**src/rtl/pfu_fetch_pkg.sv**
```systemverilog
// Shared prefetch definitions.
// Start-of-fetch-ID codes marking the first word after a redirect.
package pfu_fetch_pkg;

  localparam int SOFID_W = 2;

  typedef enum logic [SOFID_W-1:0] {
    SOFID_RUN = 2'b00,
    SOFID_1ST = 2'b01
  } sofid_e;

endpackage

```
**src/rtl/pfu_fifo.sv**
```systemverilog
// Synchronous FIFO with flush, occupancy count, simultaneous push/pop.
// Head is read straight from storage, so a pushed word shows next cycle.
module pfu_fifo #(
  parameter int W  = 8,
  parameter int DX = 2
) (
  input  logic          clk_i,
  input  logic          resetb_i,
  input  logic          en_i,
  input  logic          flush_i,
  input  logic          push_i,
  input  logic          pop_i,
  input  logic [W-1:0]  data_i,
  output logic [W-1:0]  data_o,
  output logic          empty_o,
  output logic [DX:0]   count_o
);

  localparam int D = 1 << DX;

  logic [W-1:0]  mem_q [D];
  logic [DX-1:0] wp_q, wp_d;
  logic [DX-1:0] rp_q, rp_d;
  logic [DX:0]   cnt_q, cnt_d;
  logic          do_push, do_pop;

  assign do_pop  = pop_i && (cnt_q != '0);
  assign do_push = push_i && ((cnt_q != (DX+1)'(D)) || do_pop);

  // Pointer and count next-state
  always_comb begin
    wp_d  = wp_q;
    rp_d  = rp_q;
    cnt_d = cnt_q;
    if (flush_i) begin
      wp_d  = '0;
      rp_d  = '0;
      cnt_d = '0;
    end else begin
      if (do_push) wp_d = wp_q + 1'b1;
      if (do_pop)  rp_d = rp_q + 1'b1;
      unique case ({do_push, do_pop})
        2'b10:   cnt_d = cnt_q + 1'b1;
        2'b01:   cnt_d = cnt_q - 1'b1;
        default: cnt_d = cnt_q;
      endcase
    end
  end

  // Pointer and count registers
  always_ff @(posedge clk_i) begin
    if (!resetb_i) begin
      wp_q  <= '0;
      rp_q  <= '0;
      cnt_q <= '0;
    end else if (en_i) begin
      wp_q  <= wp_d;
      rp_q  <= rp_d;
      cnt_q <= cnt_d;
    end
  end

  // Storage write; contents need no reset
  always_ff @(posedge clk_i) begin
    if (en_i && do_push && !flush_i) mem_q[wp_q] <= data_i;
  end

  assign data_o  = mem_q[rp_q];
  assign empty_o = (cnt_q == '0);
  assign count_o = cnt_q;

endmodule

```
**src/rtl/pfu_fetch.sv**
```systemverilog
// Prefetch unit: sequential word fetch into a small FIFO feeding decode.
// Redirects flush the FIFO and discard responses still in flight.
module pfu_fetch
  import pfu_fetch_pkg::*;
#(
  parameter int                C_XLEN         = 32,
  parameter int                C_FIFO_DEPTH_X = 2,
  parameter logic [C_XLEN-1:0] C_RESET_VECTOR = '0
) (
  input  logic               clk_i,
  input  logic               resetb_i,
  input  logic               clk_en_i,
  input  logic               vec_i,
  input  logic [C_XLEN-1:0]  vec_pc_i,
  output logic               ireqvalid_o,
  input  logic               ireqready_i,
  output logic [C_XLEN-1:0]  ireqaddr_o,
  input  logic               irspvalid_i,
  input  logic               irsperror_i,
  input  logic [31:0]        irspdata_i,
  output logic               pfu_dav_o,
  input  logic               pfu_ack_i,
  output logic [SOFID_W-1:0] pfu_sofid_o,
  output logic [31:0]        pfu_ins_o,
  output logic               pfu_ferr_o,
  output logic [C_XLEN-1:0]  pfu_pc_o
);

  localparam int DEPTH = 1 << C_FIFO_DEPTH_X;
  localparam int CW    = C_FIFO_DEPTH_X + 1;
  localparam int EW    = 32 + 1 + C_XLEN + SOFID_W;

  logic [C_XLEN-1:0] reqaddr_q, reqaddr_d;
  logic [C_XLEN-1:0] rsppc_q, rsppc_d;
  logic [CW-1:0]     out_q, out_d;
  logic [CW-1:0]     drop_q, drop_d;
  logic              first_q, first_d;
  logic              halted_q, halted_d;

  logic [CW-1:0]     fifo_cnt;
  logic              fifo_empty;
  logic [EW-1:0]     fifo_din, fifo_head;
  logic [CW:0]       used;
  logic              req_fire, rsp_keep, pop;
  logic [C_XLEN-1:0] vec_pc;
  sofid_e            sof;
  logic              unused_ok;

  assign unused_ok = ^vec_pc_i[1:0];
  assign vec_pc    = {vec_pc_i[C_XLEN-1:2], 2'b00};

  assign used = {1'b0, out_q} + {1'b0, fifo_cnt};
  assign ireqvalid_o = resetb_i && !halted_q && !vec_i &&
                       (used < (CW+1)'(DEPTH));
  assign ireqaddr_o  = reqaddr_q;

  assign req_fire = ireqvalid_o && ireqready_i;
  assign rsp_keep = irspvalid_i && (drop_q == '0) && !vec_i;
  assign pop      = pfu_dav_o && pfu_ack_i && !vec_i;
  assign sof      = first_q ? SOFID_1ST : SOFID_RUN;
  assign fifo_din = {irspdata_i, irsperror_i, rsppc_q, sof};

  // Credit, drop, PC and redirect next-state
  always_comb begin
    reqaddr_d = reqaddr_q;
    rsppc_d   = rsppc_q;
    out_d     = out_q;
    drop_d    = drop_q;
    first_d   = first_q;
    halted_d  = halted_q;
    unique case ({req_fire, irspvalid_i})
      2'b10:   out_d = out_q + 1'b1;
      2'b01:   out_d = out_q - 1'b1;
      default: out_d = out_q;
    endcase
    if (irspvalid_i && (drop_q != '0)) drop_d = drop_q - 1'b1;
    if (req_fire) reqaddr_d = reqaddr_q + C_XLEN'(4);
    if (rsp_keep) begin
      rsppc_d = rsppc_q + C_XLEN'(4);
      first_d = 1'b0;
      if (irsperror_i) halted_d = 1'b1;
    end
    if (vec_i) begin
      drop_d    = out_d;
      reqaddr_d = vec_pc;
      rsppc_d   = vec_pc;
      first_d   = 1'b1;
      halted_d  = 1'b0;
    end
  end

  // Control state registers
  always_ff @(posedge clk_i) begin
    if (!resetb_i) begin
      reqaddr_q <= C_RESET_VECTOR;
      rsppc_q   <= C_RESET_VECTOR;
      out_q     <= '0;
      drop_q    <= '0;
      first_q   <= 1'b1;
      halted_q  <= 1'b0;
    end else if (clk_en_i) begin
      reqaddr_q <= reqaddr_d;
      rsppc_q   <= rsppc_d;
      out_q     <= out_d;
      drop_q    <= drop_d;
      first_q   <= first_d;
      halted_q  <= halted_d;
    end
  end

  pfu_fifo #(
    .W  (EW),
    .DX (C_FIFO_DEPTH_X)
  ) u_fifo (
    .clk_i    (clk_i),
    .resetb_i (resetb_i),
    .en_i     (clk_en_i),
    .flush_i  (vec_i),
    .push_i   (rsp_keep),
    .pop_i    (pop),
    .data_i   (fifo_din),
    .data_o   (fifo_head),
    .empty_o  (fifo_empty),
    .count_o  (fifo_cnt)
  );

  assign pfu_dav_o = !fifo_empty;
  assign {pfu_ins_o, pfu_ferr_o, pfu_pc_o, pfu_sofid_o} = fifo_head;

endmodule

```
**config.mk**
```make
export PLATFORM = sky130hd
export DESIGN_NAME = pfu_fetch
export DESIGN_NICKNAME = d
export VERILOG_FILES = /design/src/rtl/pfu_fetch_pkg.sv /design/src/rtl/pfu_fifo.sv /design/src/rtl/pfu_fetch.sv
export SDC_FILE = /design/constraint.sdc
export NUM_CORES = 1
export LEC_CHECK = 0
export CAP_MARGIN = 20
export CORE_ASPECT_RATIO = 0.5
export CORE_MARGIN = 4
export CORE_UTILIZATION = 35
export DETAILED_ROUTE_END_ITERATION = 10
export PLACE_DENSITY_LB_ADDON = 0.08
export SYNTH_ARGS = -nofsm -noshare
export SYNTH_HDL_FRONTEND = slang
export SYNTH_HIERARCHICAL = 1
export SYNTH_SLANG_ARGS = --single-unit
```
**constraint.sdc**
```tcl
create_clock -name clk_i -period 6.19 [get_ports clk_i]
set_input_delay 1.238 -clock clk_i [delete_from_list [all_inputs] [get_ports clk_i]]
set_output_delay 1.238 -clock clk_i [all_outputs]
set_load 0.01 [all_outputs]
```
==> impl_metrics.csv, run 1 <==
group,metric,value,unit
finish,stdcell_count,1739,
floorplan,initial_core_util,36.0,%
timing,rsz0062_at_grt,"false",
job,drv_cap,0,
global_routing,grt_pass1_wl,57.1,mm
clocking,post-cts-setup-buffer-count,0,
synth,synth-main-ff-cell,"edfxtp_1",
clocking,ctsHoldBuffers,0,
timing,setup_viol,0,
timing,slew_headroom,36.1,%
floorplan,placementRows,52,
placed_design,place_inst,1679,
clocking,numCtsBuffers,34,
clocking,cts_tree,"yes",
setup_path,cp_cell_sequence,"buf_4 -> mux4_1 -> clkdlybuf4s50_1",
setup_path,startpoint_type,"flop",
min_path,min_path_type,"flop to flop",
placed_design,gp_congestion,0.815,
timing,fin_skew,0.0157,ns
timing,finalSetupTns,0,ns
drt,wl_per_cell,21.4,um
synth,syn-cell-area,14700,sq um
status,status,"completed",
global_routing,global_route.usage.met2,26.7,%
synth,synth_top_cell_area_share,54.6,%
global_routing,gr-total-overflow,0,
drt,drt_first_pass_iters,7,
setup_path,r2r-end,"u_fifo/mem_q[3][62]",
finish,finalNetCount,1260,
timing,hold_viol,0,
clocking,clkTransAtPathRegs,0.06,ns
timing,post-route-min-period,4.15,ns
synth,ys_types,80,
setup_path,r2r_slack,2.92,ns
floorplan,ios,173,
placed_design,dpl_worst_slack,1.62,ns
setup_path,cp.arrival,2.91,ns
global_routing,top_usage_layer,"met2",
synth,yosysWarnings,6,
clocking,root_buffer,"clkbuf_16",
min_path,worstHoldStart,"u_fifo/rp_q[0]",
drt,via_count,9288,
global_routing,grt_use_met1,21.9,%
synth,syn_area_per_cell,14.8,sq um
setup_path,rr_worst_depth,8,
placed_design,placed_area,16900,sq um
timing,max_freq,241,MHz
min_path,worstHoldPathCells,2,
setup_path,setup.worst_path.class,"flop to primary output",
synth,synth_top_area_cell,"edfxtp_1",
drt,viasPerCell,5.34,
floorplan,core_area,41000,sq um
drt,ant_nets,0,
global_routing,use_met3,3.32,%
setup_path,cp-end-kind,"primary output",
timing,drv_slew,0,
clocking,clock_path_buffers,3,
clocking,cts_sinks,345,
synth,synth_edf_count,268,
finish,finish.utilization,44.0,%
finish,drive_above_1_share,13.6,%
synth,synth-seq-cells,345,
clocking,cts_max_level,2,
global_routing,grt_usage,16.1,%
pwr,power_leakage,5.76,nW
placed_design,dpl.hpwl,24.0,mm
clocking,cts_resized,0,
drt,wirelength,37.3,mm
placed_design,io_buffer_count,168,
global_routing,antenna_found_initial,0,
floorplan,dieArea,45700,sq um
timing,setup_ws,2.04,ns
pwr,p_per_area,278,nW/um^2
synth,yosysSeqAreaShare,65.1,%
finish,finalInstanceArea,18000,sq um
synth,synthArstFlopShare,0,%
drt,drt_iter0_drc,782,
setup_path,slowest_stage,"dfxtp_4",
floorplan,die_x,298,um
setup_path,path_max_fanout,25,
setup_path,slowest_delay,0.68,ns
setup_path,worstPathRequired,4.95,ns
timing,holdWs,0.495,ns
pwr,ir_drop,0.144,mV
drt,drc_errors,0,
global_routing,grt_max_degree,54,
finish,fillers,3705,
synth,yosys-top-cells-area,"edfxtp_1 (55%), dfxtp_1 (10%), mux4_2 (9.9%)",
pwr,power.total,5.01,mW
timing,fin_crit_sh,67.0,%
timing,worstMarginPinSlew,0.959,ns
synth,synthCells,997,
floorplan,fp.dieH,153,um
clocking,insertion_delay,0.52,ns
global_routing,grt_pass1_vias,9438,
setup_path,r2r_start,"drop_q[0]",
finish,areaGrowthSynthToFinish,22.5,%
==> area by class of cell <==
cell class	count	area, sq um	share of cell area [%]
Clock inverter	19	205	1.14
Sequential cell	345	9600	53.2
Multi-Input combinational cell	586	4770	26.4
Timing Repair Buffer	188	1830	10.1
Inverter	20	75.1	0.416
Clock buffer	40	895	4.96
Tap cell	540	676	3.74
Antenna cell	1	2.50	0.0139
==> routing by layer <==
| layer | part of all wire (%) | vias to the layer above |
|---|---|---|
| met5 | 0 | - |
| met1 | 45 | 4688 |
| met2 | 49 | 216 |
| li1 | - | 4339 |
| met3 | 4.5 | 45 |
| met4 | 1.5 | 0 |
==> sequential cells by signal, summed over array words and instances (netlist names), named ones only <==
name	cells
u_fifo/mem_q	268
u_fifo/rp_q	2
drop_q	3
u_fifo/count_o	3
u_fifo/wp_q	2
rsppc_q	30
ireqaddr_o	30
halted_q	1
first_q	1
out_q	3
==> worst max path at each step <==
stage           startpoint             endpoint  slack [ns]  cells past startpoint
5_1_grt               flop         pfu_ins_o[9]        1.82                      3
2_1_floorplan        vec_i   u_fifo/mem_q[0][0]        1.43                      8
3_3_place_gp   irspvalid_i  u_fifo/mem_q[1][57]        1.69                      7
4_1_cts               flop         pfu_ins_o[9]        1.90                      3
3_5_place_dp   irspvalid_i   u_fifo/mem_q[1][5]        1.62                      7
6_report              flop         pfu_ins_o[9]        2.04                      3
==> power breakdown <==
group | internal [mW] | switching (mW)
Clock | 1.21 | 0.870
Combinational | 0.153 | 0.164
Sequential | 2.54 | 0.0752
Total | 3.90 | 1.11
==> worst max-delay path, delay by kind of cell (launching register included) <==
| family | cells | cell delay [ns] |
|---|---|---|
| flops | 1 | 0.68 |
| buf+inv | 2 | 1.06 |
| mux | 1 | 0.63 |
==> Yosys cell counts (all sizes together), types with 5 or more instances <==
master / instances
edfxtp: 268
dfxtp: 77
nand2: 70
mux4: 67
nor2: 50
a21oi: 33
clkbuf: 33
o21ai: 30
nand3: 28
nand4: 27
buf: 26
nor3: 24
a22oi: 22
inv: 19
a31oi: 14
and3: 12
ha: 12
mux2i: 12
o22ai: 11
a211oi: 10
nor2b: 10
nor4: 10
o31ai: 9
or3: 9
and2: 8
or4: 7
a22o: 6
nand2b: 6
nor4b: 6
o211ai: 6
and4: 5
nand3b: 5
==> cells in the final DEF (no fill, tap or decap), types with 7 or more instances in the layout <==
master / instances
a211oi_1: 10
a21oi_1: 33
a22oi_1: 22
a31oi_1: 14
and3_1: 12
buf_4: 20
clkbuf_16: 35
clkdlybuf4s50_1: 167
conb_1: 14
dfxtp_1: 75
edfxtp_1: 268
ha_1: 12
inv_1: 18
mux2i_1: 12
mux4_2: 65
nand2_1: 70
nand3_1: 27
nand4_1: 24
nor2_1: 50
nor2b_1: 10
nor3_1: 20
nor4_1: 9
o21ai_0: 27
o22ai_1: 11
o31ai_1: 9
or3_1: 9
or4_1: 7
==> kinds of logic after synthesis <==
logic type               after synthesis  synth area share [%]
buffers and inverters                 79                  2.96
multiplexers                          80                  11.2
AO/OA/AOI/OAI                        188                  8.74
other                                  1                0.0254
AND/OR/NAND/NOR                      283                  10.4
XOR/XNOR                               8                 0.475
flip-flops                           345                  65.1
adder cells (fa/ha/maj)               13                  1.15
Power figures use the tool's default switching activity.
==> inputs of run 2 (changes only) <==
Clock period 6.19 ns to 4.2 ns, I/O delays scaled along.
==> run 2 against run 1 <==
- largest cell class unchanged
- highest routed layer unchanged
- first-iteration DRC count shrank 14%
- largest power group unchanged
- critical path type is now input port to primary output
- global-route usage is 0.13 points lower
- non-clock buffer count fell by 1
- setup slack got worse by 1.2 ns
==> impl_metrics.csv, run 2 (synthesis results as in run 1) <==
group,metric,value,unit
status,status,"completed",
setup_path,worstPathRequired,3.36,ns
clocking,root_buffer,"clkbuf_16",
setup_path,slowest_stage,"clkdlybuf4s50_1",
setup_path,slowest_delay,0.54,ns
timing,finalSetupTns,0,ns
floorplan,core_area,41000,sq um
global_routing,grt_pass1_vias,9364,
drt,via_count,9355,
setup_path,r2r-end,"drop_q[1]",
pwr,p_per_area,402,nW/um^2
finish,finalNetCount,1259,
drt,wl_per_cell,21.4,um
timing,hold_viol,0,
drt,drt_first_pass_iters,5,
drt,ant_nets,0,
timing,fin_skew,0.0136,ns
setup_path,setup.worst_path.end,"ireqvalid_o",
drt,drc_errors,0,
global_routing,antenna_found_initial,0,
drt,wirelength,37.2,mm
global_routing,gr-total-overflow,0,
floorplan,ios,173,
clocking,cts_sinks,345,
setup_path,path_max_fanout,16,
clocking,insertion_delay,0.53,ns
placed_design,placed_area,17000,sq um
timing,fin_crit_sh,80.5,%
finish,largest_register_ffs,268,
setup_path,r2r_start,"u_fifo/count_o[2]",
timing,max_freq,296,MHz
finish,mostFrequentLayoutCell,"edfxtp_1",
finish,top_register,"u_fifo/mem_q",
pwr,ir_drop,0.242,mV
placed_design,gp_congestion,0.830,
setup_path,crit_path_frequent_cell,"clkdlybuf4s50_1",
job,drv_cap,0,
clocking,clkTransAtPathRegs,0.06,ns
timing,drv_slew,0,
timing,rsz0062_at_grt,"false",
global_routing,top_usage_layer,"met2",
floorplan,placementRows,52,
finish,finish.utilization,44.1,%
setup_path,r2r_slack,1.02,ns
setup_path,cp-end-kind,"primary output",
placed_design,dpl.hpwl,23.3,mm
global_routing,grt_use_met1,21.8,%
pwr,power.total,7.26,mW
clocking,cts_max_level,2,
clocking,cts_resized,0,
pwr,power_leakage,5.75,nW
placed_design,io_buffer_count,168,
clocking,clock_path_buffers,3,
global_routing,grt_usage,16.0,%
setup_path,startpoint_type,"input port",
timing,slew_headroom,36.7,%
clocking,cts_tree,"yes",
global_routing,grt_max_degree,68,
finish,finalInstanceArea,18100,sq um
timing,setup_viol,0,
clocking,ctsHoldBuffers,0,
floorplan,fp.dieH,153,um
global_routing,use_met3,3.08,%
finish,areaGrowthSynthToFinish,22.7,%
setup_path,cp_cell_sequence,"clkdlybuf4s50_1 -> nor2b_1 -> buf_4 -> and3_1 -> clkdlybuf4s50_1",
timing,worstMarginPinSlew,0.950,ns
setup_path,setup.worst_path.class,"input port to primary output",
floorplan,die_x,298,um
global_routing,global_route.usage.met2,27.0,%
floorplan,initial_core_util,36.0,%
floorplan,dieArea,45700,sq um
drt,drt_iter0_drc,676,
setup_path,cp.arrival,2.54,ns
finish,layout_common_cells,"edfxtp_1 (268), clkdlybuf4s50_1 (167), dfxtp_1 (75), nand2_1 (70), mux4_2 (65)",
clocking,numCtsBuffers,34,
timing,post-route-min-period,3.38,ns
min_path,min_path_type,"flop to flop",
setup_path,critPathLaunch,"resetb_i",
setup_path,rr_worst_depth,10,
global_routing,grt_pass1_wl,56.8,mm
clocking,post-cts-setup-buffer-count,0,
drt,viasPerCell,5.38,
finish,drive_above_1_share,13.4,%
run 2: changes by cell type in the layout (fill, tap and decap cells not counted), sizes merged:
cell / change
clkinvlp: -2
clkinv: -1
clkbuf: +8
bufinv: -3
buf: -1
inv: -1
run 2: worst min-delay path by stage:
stage	startpoint	slack (ns)	end	cells after the start
global route	u_fifo/rp_q[0]	0.54	flop	2
floorplan	u_fifo/rp_q[0]	0.46	flop	2
global placement	u_fifo/rp_q[0]	0.48	flop	2
finish	u_fifo/rp_q[0]	0.50	flop	2
CTS	drop_q[1]	0.51	drop_q[1]	2
detailed placement	u_fifo/rp_q[0]	0.49	flop	2
run 2: critical path, delay by kind of cell:
| family | cells | cell delay (ns) |
|---|---|---|
| buf+inv | 3 | 1.31 |
| simple gates | 2 | 0.39 |
run 2: power by group:
part | leakage (nW) | switching [mW] | internal, mW | total, mW
registers | 3.09 | 0.111 | 3.74 | 3.86
logic | 2.14 | 0.243 | 0.228 | 0.471
clock network | 0.516 | 1.29 | 1.65 | 2.93
total | 5.75 | 1.64 | 5.62 | 7.26
run 2: through the flow:
| step | hold WS [ns] | worst slack, ns | std cells |
|---|---|---|---|
| after detailed placement | 0.494 | 0.535 | 1678 |
| after global placement | 0.478 | 0.579 | 1678 |
| after global routing | 0.543 | 0.755 | 1738 |
| after floorplan | 0.457 | 0.557 | 1010 |
| final | 0.495 | 0.817 | 1739 |
| after CTS | 0.506 | 0.793 | 1738 |
run 2: area by class of cell:
cell class	instances	area, sq um
antenna	1	2.50
clock buffer	48	945
clock inverter	12	116
fill	3724	22900
inverter	20	75.1
multi-input combinational	586	4770
sequential	345	9600
tap	540	676
timing repair buffer	187	1890
run 2: routing by layer:
metal / wire length, um / vias to the layer above / part of all wire, %
met5: 0 / - / 0
met4: 505 / 0 / 1.4
met3: 1740 / 50 / 4.7
met2: 18200 / 244 / 49
met1: 16800 / 4714 / 45
li1: - / 4347 / -
==> inputs of run 3 (changes only) <==
Clock period 4.2 ns to 3.5 ns, I/O delays scaled along.
==> run 3 against run 2 <==
- critical endpoint is now pfu_ins_o[9]
- non-clock buffer count is 21 higher
- largest cell class unchanged
- total power increased by 21%
- highest routed layer unchanged
- sequential share of layout area is 0.79 points lower
- largest power group unchanged
- global-route usage increased by 0.59 points
==> impl_metrics.csv, run 3 (synthesis results as in run 1) <==
group,metric,value,unit
drt,drt_iter0_drc,737,
timing,hold_viol,0,
min_path,worstHoldPathCells,2,
finish,layout_common_cells,"edfxtp_1 (268), clkdlybuf4s50_1 (167), dfxtp_1 (75), nand2_1 (70), mux4_2 (65)",
drt,wirelength,38.3,mm
pwr,p_sw_share,22.8,%
global_routing,use_met3,3.13,%
timing,rsz0062_at_grt,"false",
setup_path,cp_cell_sequence,"buf_12 -> mux4_1 -> clkdlybuf4s50_1",
setup_path,worstPathRequired,2.80,ns
pwr,power_leakage,5.88,nW
placed_design,dpl_worst_slack,0.387,ns
floorplan,initial_core_util,36.0,%
clocking,insertion_delay,0.52,ns
setup_path,r2r_start,"u_fifo/count_o[2]",
timing,slew_headroom,55.1,%
setup_path,r2r_slack,0.60,ns
clocking,ctsHoldBuffers,0,
timing,worstMarginPinSlew,0.673,ns
job,drv_cap,0,
placed_design,placed_area,17300,sq um
clocking,root_buffer,"clkbuf_16",
global_routing,grt_max_degree,39,
timing,setup_viol,0,
global_routing,gr-total-overflow,0,
clocking,post-cts-setup-buffer-count,0,
drt,via_count,9534,
clocking,numCtsBuffers,34,
global_routing,grt_pass1_vias,9486,
drt,ant_nets,0,
global_routing,grt_usage,16.6,%
timing,setup_ws,0.268,ns
timing,post-route-min-period,3.23,ns
placed_design,gp_congestion,0.831,
setup_path,cp-end-kind,"primary output",
setup_path,setup.worst_path.class,"flop to primary output",
placed_design,io_buffer_count,168,
setup_path,startpoint_type,"flop",
min_path,min_path_type,"flop to flop",
pwr,p_comb_share,6.6,%
pwr,p_per_area,479,nW/um^2
setup_path,cp.arrival,2.53,ns
setup_path,r2r-end,"drop_q[1]",
finish,seqCellArea,9600,sq um
finish,mostFrequentLayoutCell,"edfxtp_1",
pwr,ir_drop,0.233,mV
pwr,intPower,6.78,mW
timing,fin_crit_sh,92.3,%
timing,drv_slew,0,
setup_path,rr_worst_depth,10,
clocking,clkTransAtPathRegs,0.06,ns
floorplan,core_area,41000,sq um
clocking,cts_max_level,2,
finish,finalNetCount,1280,
drt,wl_per_cell,21.8,um
floorplan,ios,173,
floorplan,placementRows,52,
setup_path,slowest_delay,0.65,ns
placed_design,dpl.hpwl,25.6,mm
timing,fin_skew,0.0117,ns
floorplan,die_x,298,um
finish,insertedDiodeCount,0,
clocking,cts_tree,"yes",
status,status,"completed",
drt,drc_errors,0,
finish,multi_input_area,4770,sq um
setup_path,path_max_fanout,20,
finish,drive_above_1_share,15.0,%
drt,drt_first_pass_iters,7,
pwr,clockPowerShare,40.7,%
timing,max_freq,309,MHz
pwr,seq_power_share,52.7,%
floorplan,dieArea,45700,sq um
finish,top_register,"u_fifo/mem_q",
global_routing,global_route.usage.met2,27.4,%
global_routing,antenna_found_initial,0,
setup_path,slowest_stage,"dfxtp_4",
global_routing,grt_use_met1,23.1,%
floorplan,fp.dieH,153,um
finish,fillers,3657,
finish,finalInstanceArea,18300,sq um
pwr,p_sw,2.00,mW
finish,areaGrowthSynthToFinish,24.5,%
clocking,cts_resized,0,
timing,finalSetupTns,0,ns
global_routing,top_usage_layer,"met2",
clocking,clock_path_buffers,3,
finish,largest_register_ffs,268,
drt,viasPerCell,5.42,
global_routing,grt_pass1_wl,58.8,mm
min_path,worstHoldStart,"u_fifo/rp_q[0]",
clocking,cts_sinks,345,
-- run 3: power by group through the flow --
stage | combinational (mW) | sequential (mW) | clock, mW
after floorplan | 0.296 | 4.67 | 0
after global placement | 0.572 | 4.71 | 0
after detailed placement | 0.580 | 4.71 | 0
after CTS | 0.583 | 4.62 | 3.69
after global routing | 0.632 | 4.64 | 3.88
final | 0.579 | 4.63 | 3.58
-- run 3: worst max-delay path, delay by kind of cell, from the launching register on --
kind                   cells  cell delay (ns)
buffers and inverters      2             0.76
muxes                      1             0.59
DFF                        1             0.65
-- run 3: stage by stage --
step | instances | hold WS (ns) | util, % | power [mW]
floorplan | 1010 | 0.457 | - | 4.97
global placement | 1699 | 0.466 | 42.2 | 5.28
detailed placement | 1699 | 0.476 | 42.2 | 5.29
CTS | 1758 | 0.494 | 44.8 | 8.90
global route | 1758 | 0.544 | 44.8 | 9.15
finish | 1758 | 0.493 | 44.8 | 8.79
-- run 3: worst max path at each step --
stage               startpoint            endpoint  slack, ns  depth (start not counted)
finish                    flop        pfu_ins_o[9]       0.27                          3
global route              flop       pfu_ins_o[11]       0.10                          3
CTS                       flop        pfu_ins_o[9]       0.17                          3
detailed placement    resetb_i           drop_q[2]       0.39                         12
global placement      resetb_i           drop_q[2]       0.40                         12
floorplan                vec_i  u_fifo/mem_q[0][0]     -0.003                          8
-- run 3: area by class of cell --
class	count	share of cell area, %
Inverter	20	0.409
Tap cell	540	3.68
Clock inverter	20	0.907
Clock buffer	39	4.91
Multi-Input combinational cell	586	26.0
Sequential cell	345	52.3
Timing Repair Buffer	208	11.8
-- run 3: routing by layer --
metal / share of wire [%] / vias up / wire length, um
li1: - / 4380 / -
met1: 46 / 4853 / 17500
met2: 48 / 255 / 18300
met3: 5.0 / 46 / 1910
met4: 1.6 / 0 / 607
met5: 0 / - / 0
